--- src/rtl/jtdd_pkg.sv ---
// Shared definitions for the JTDD interrupt controller: register map,
// per-channel command struct and the CPU read padding helper.
package jtdd_pkg;

    // CPU register map
    localparam logic [1:0] IRQ_MASK  = 2'd0;
    localparam logic [1:0] IRQ_PEND  = 2'd1;
    localparam logic [1:0] IRQ_POL   = 2'd2;
    localparam logic [1:0] IRQ_FORCE = 2'd3;

    // Per-channel command decoded from CPU writes and acknowledge strobes
    typedef struct packed {
        logic set;   // force write: set pending
        logic clr;   // acknowledge strobe or write-1 to pending
    } irq_req_t;

    // Bits at or above the channel count read back as 1
    function automatic logic [7:0] rd_pad(input logic [7:0] val, input int ch);
        logic [7:0] r;
        r = val;
        for (int i = 0; i < 8; i++)
            if (i >= ch) r[i] = 1'b1;
        return r;
    endfunction

endpackage

--- src/rtl/jtdd_irqctl_ch.sv ---
// One interrupt channel: source sampling on cen, edge detection in the
// programmed direction and the pending latch (or level follower).
module jtdd_irqctl_ch
    import jtdd_pkg::*;
#(
    parameter bit LEVEL = 1'b0
)(
    input  logic     clk,
    input  logic     rst,
    input  logic     cen,
    input  logic     sig,
    input  logic     pol,
    input  irq_req_t req,
    output logic     pend
);

    logic sig_l;
    logic armed;
    logic edge_det;

    // The raw previous sample is kept; polarity only picks which transition
    // counts, so flipping polarity on a stable source cannot fake an edge.
    always_comb begin
        edge_det = armed && (pol ? (sig_l && !sig) : (!sig_l && sig));
    end

    // Sample the source on cen; the first cen after reset only arms.
    always_ff @(posedge clk or posedge rst) begin
        if (rst) begin
            sig_l <= 1'b0;
            armed <= 1'b0;
        end else if (cen) begin
            sig_l <= sig;
            armed <= 1'b1;
        end
    end

    // Pending latch: set beats clear; level channels track the active level
    // every cen and a force only holds until the next cen.
    always_ff @(posedge clk or posedge rst) begin
        if (rst) begin
            pend <= 1'b0;
        end else if (LEVEL) begin
            if (req.set)  pend <= 1'b1;
            else if (cen) pend <= sig ^ pol;
        end else begin
            if ((cen && edge_det) || req.set) pend <= 1'b1;
            else if (req.clr)                 pend <= 1'b0;
        end
    end

endmodule

--- src/rtl/jtdd_irqctl.sv ---
// JTDD interrupt controller: CPU register file (mask, polarity, pending,
// force), read mux and one edge/level channel per interrupt source.
module jtdd_irqctl
    import jtdd_pkg::*;
#(
    parameter int          CH       = 3,
    parameter logic [CH-1:0] POL_RST  = '0,
    parameter logic [CH-1:0] MASK_RST = '1,
    parameter logic [CH-1:0] LEVEL    = '0
)(
    input  logic          clk,
    input  logic          rst,
    input  logic          cen,
    input  logic [CH-1:0] sigin,
    input  logic [CH-1:0] clr,
    input  logic          cs,
    input  logic          wr,
    input  logic [1:0]    addr,
    input  logic [7:0]    din,
    output logic [7:0]    dout,
    output logic [CH-1:0] pend,
    output logic [CH-1:0] irq_n
);

    logic [CH-1:0]           mask;
    logic [CH-1:0]           pol;
    logic                    wr_en;
    irq_req_t [CH-1:0]       req;
    logic [7:0]              rd;
    logic                    unused_din;

    assign wr_en = cs & wr;

    // Write-data bits above the channel count are don't-care
    assign unused_din = ^din;

    // Mask and polarity registers
    always_ff @(posedge clk or posedge rst) begin
        if (rst) begin
            mask <= MASK_RST;
            pol  <= POL_RST;
        end else if (wr_en) begin
            if (addr == IRQ_MASK) mask <= din[CH-1:0];
            if (addr == IRQ_POL)  pol  <= din[CH-1:0];
        end
    end

    // Per-channel set/clear commands from force writes, pending writes and acks
    always_comb begin
        req = '0;
        for (int i = 0; i < CH; i++) begin
            req[i].set = wr_en && (addr == IRQ_FORCE) && din[i];
            req[i].clr = clr[i] || (wr_en && (addr == IRQ_PEND) && din[i]);
        end
    end

    generate
        for (genvar g = 0; g < CH; g++) begin : g_ch
            jtdd_irqctl_ch #(.LEVEL(LEVEL[g])) u_ch (
                .clk  (clk),
                .rst  (rst),
                .cen  (cen),
                .sig  (sigin[g]),
                .pol  (pol[g]),
                .req  (req[g]),
                .pend (pend[g])
            );
        end
    endgenerate

    // Requests straight from registers so unmasking acts immediately
    assign irq_n = ~(pend & mask);

    // CPU read mux; force register reads as zero
    always_comb begin
        rd = '0;
        case (addr)
            IRQ_MASK: rd[CH-1:0] = mask;
            IRQ_PEND: rd[CH-1:0] = pend;
            IRQ_POL:  rd[CH-1:0] = pol;
            default:  rd = '0;
        endcase
        dout = rd_pad(rd, CH);
    end

endmodule

--- config.mk ---
export PLATFORM = sky130hd
export DESIGN_NAME = jtdd_irqctl
export DESIGN_NICKNAME = d
export VERILOG_FILES = /design/src/rtl/jtdd_pkg.sv /design/src/rtl/jtdd_irqctl_ch.sv /design/src/rtl/jtdd_irqctl.sv
export SDC_FILE = /design/constraint.sdc
export NUM_CORES = 1
export LEC_CHECK = 0
export ABC_CLOCK_PERIOD_IN_PS = 1050
export BUFFER_PORTS_ARGS = -buffer_cell sky130_fd_sc_hd__buf_2
export CORE_UTILIZATION = 41
export DETAILED_ROUTE_END_ITERATION = 12
export PLACE_DENSITY = 0.85
export SLEW_MARGIN = 0
export SYNTH_ARGS = -nofsm -noshare
export SYNTH_HDL_FRONTEND = slang
export SYNTH_SLANG_ARGS = --single-unit
--- constraint.sdc ---
create_clock -name clk -period 1.05 [get_ports clk]
set_clock_uncertainty 0.15 [all_clocks]
set_input_delay 0.0525 -clock clk [delete_from_list [all_inputs] [get_ports clk]]
set_output_delay 0.0525 -clock clk [all_outputs]
set_load 0.1 [all_outputs]
==> run summary <==
drc violations = 0
cell taking the most area after synthesis = dfrtp_1
initial antenna violation count = 0
Pwr Total = 2.35 mW
arrival time of the worst setup path = 1270 ps
WL final = 2050 um
crit share post-route = 140%
Crit. End Element = output port
Power Dens Cells = 1710 mW/mm^2
post-DR vias/cell = 4.84
Setup-failing EPs final = 13
Worst Path Required = 850 ps
non-filler cells, final = 148
largest net degree at the start of global routing = 14
Sum Neg Setup Slack = -3460 ps
Worst VDD drop = 960 uV
Leak = 0.658 nW
Synth Register Bits = 13
Worst Hold Class = input pin to flop
R2R Path Start = pol[0]
Area Overhead vs Synth = 78.0%
startpoint types = flop
library cells used by synthesis = 22
hold path start = wr
Cell Rows = 15
Vias = 717
CTS tree = yes
die height = 45.5 um
area post-placement = 0.00114 sq mm
CP Launch Point = mask[0]
Initial Utilization = 44.4%
Max-slew headroom = 66.7%
Die Span X = 45.5 um
Clock Sink Count = 13
max-slew violation count = 0
clock root buffer master = clkbuf_4
Hold Vio Cnt, Final = 0
H-tree Lvls = 1
Tmin final = 1470 ps
nets@finish = 145
DR WL/cell = 13.9 um
Synth area leaders = dfrtp_1 32%, dfstp_2 10%, buf_4 8.7%
Iter 0 DRT Violations = 11
hold slack = 11.2 ps
Slew @ Worst Pin = 498 ps
max-cap violations = 0
DP Cell Count = 129
fmax = 678 MHz
RSZ-0062 raised after global routing = true
Ys Warns = 0
DP HPWL = 1480 um
# diodes = 0
Final ANT Viol Nets = 0
Crit Path Class = flop to output port
TritonCTS Buffers = 3
Core ar. = 0.00175 sq mm
total gr overflow = 0
vias in the first global route = 701
failing checks = setup timing
area share of the largest cell type after synthesis = 32.3%
synthesized cell area = 774 sq um
clk slew on worst S/H paths = 80 ps
drt pass-1 iters = 4
Post-Syn Instances = 72
CP Max Fanout = 2
sequential fraction of the synthesis area = 42.5%
worst skew pair latency = 280 ps
Final WS setup = -424 ps
Post-Syn Area per Cell = 10.8 sq um
port bufs = 24
most frequent cells in the layout = 15 x buf_2, 12 x buf_4, 10 x dfrtp_1
status = finished with violations
die area = 0.00207 sq mm
overall global routing resource usage = 21.4%
layout cells sized above 1 = 59.3%
first-pass GRT wire length = 2970 um
most common cell after layout, fill and taps aside = buf_2
GPL Wtd Cong = 0.778
Ports = 35
final instance area = 0.00138 sq mm
clk buf depth = 2
-- flip-flops by register name, indices dropped and copies added, names as in the netlist --
signal	cells
g_ch.u_ch.sig_l	3
g_ch.u_ch.pend	3
pol	3
mask	3
g_ch.u_ch.armed	1
-- power breakdown --
group	total, mW	switching [mW]	internal (mW)
registers	0.672	0.0720	0.601
clock network	0.325	0.178	0.147
logic	1.35	0.756	0.598
total	2.35	1.01	1.35
-- final cells by class --
class	instances	area, sq um
clock buffer	4	26.3
multi-input combinational	53	470
sequential	13	329
inverter	1	3.75
timing repair buffer	52	518
fill	111	367
tap	25	31.3
-- cells in the mapped netlist --
library cell / n
a221o_1: 3
nand3b_1: 1
o22ai_1: 2
nor2b_4: 1
mux2_2: 6
mux2_4: 3
mux2i_1: 3
nand2b_1: 6
nand3_4: 1
a21oi_1: 3
nor3_2: 1
buf_4: 9
or2_2: 1
and4b_1: 1
conb_1: 1
and2_1: 1
o21ai_0: 4
nor2_1: 1
dfrtp_1: 10
inv_1: 1
nand2_1: 10
dfstp_2: 3
-- worst paths after layout --
check | to | slack (ps) | cells past startpoint
max reg2reg | g_ch[0].u_ch.pend | -280 | 5
max in group asynchronous | mask[2] | 220 | 3
max | dout[0] | -420 | 3
min in group asynchronous | g_ch[0].u_ch.sig_l | 180 | 3
min reg2reg | g_ch[1].u_ch.armed | 330 | 1
min | pol[2] | 10 | 3
-- per-stage QoR --
stage,setup slack (ps),util [%]
3_5_place_dp,-114,65.4
4_1_cts,-416,76.4
6_report,-424,79.0
3_3_place_gp,-92.5,65.4
5_1_grt,-470,79.0
2_1_floorplan,-313,-
-- timing repair --
item	in CTS	in global routing
hold buffers	8	0
endpoints found under the hold margin	26	0
endpoints found under the setup margin	14	19
pin swaps	1	1
buffers inserted	7	1
resized for setup	9	11
-- logic make-up after synthesis --
| group | count (synthesis) | share of synthesized area (%) |
|---|---|---|
| AOI/OAI and AO/OA | 12 | 10.0 |
| buffers and inverters | 10 | 9.21 |
| DFF | 13 | 42.5 |
| and+or+nand+nor | 24 | 19.4 |
| other | 1 | 0.484 |
| muxes | 12 | 18.4 |
-- critical path, stage by stage (launching register included) --
cell and delay, ps:
dfstp_2 560, mux2i_4 70, o21ai_4 170, buf_12 190
-- per-layer routing --
| metal | GRT usage [%] | share of wire [%] | vias up |
|---|---|---|---|
| met5 | 0 | 0 | - |
| met4 | 7.27 | 0.68 | 0 |
| met3 | 6.35 | 4.3 | 4 |
| met2 | 38.0 | 53 | 26 |
| met1 | 24.1 | 42 | 343 |
| li1 | - | - | 344 |
(Power assumes the default switching activity.)
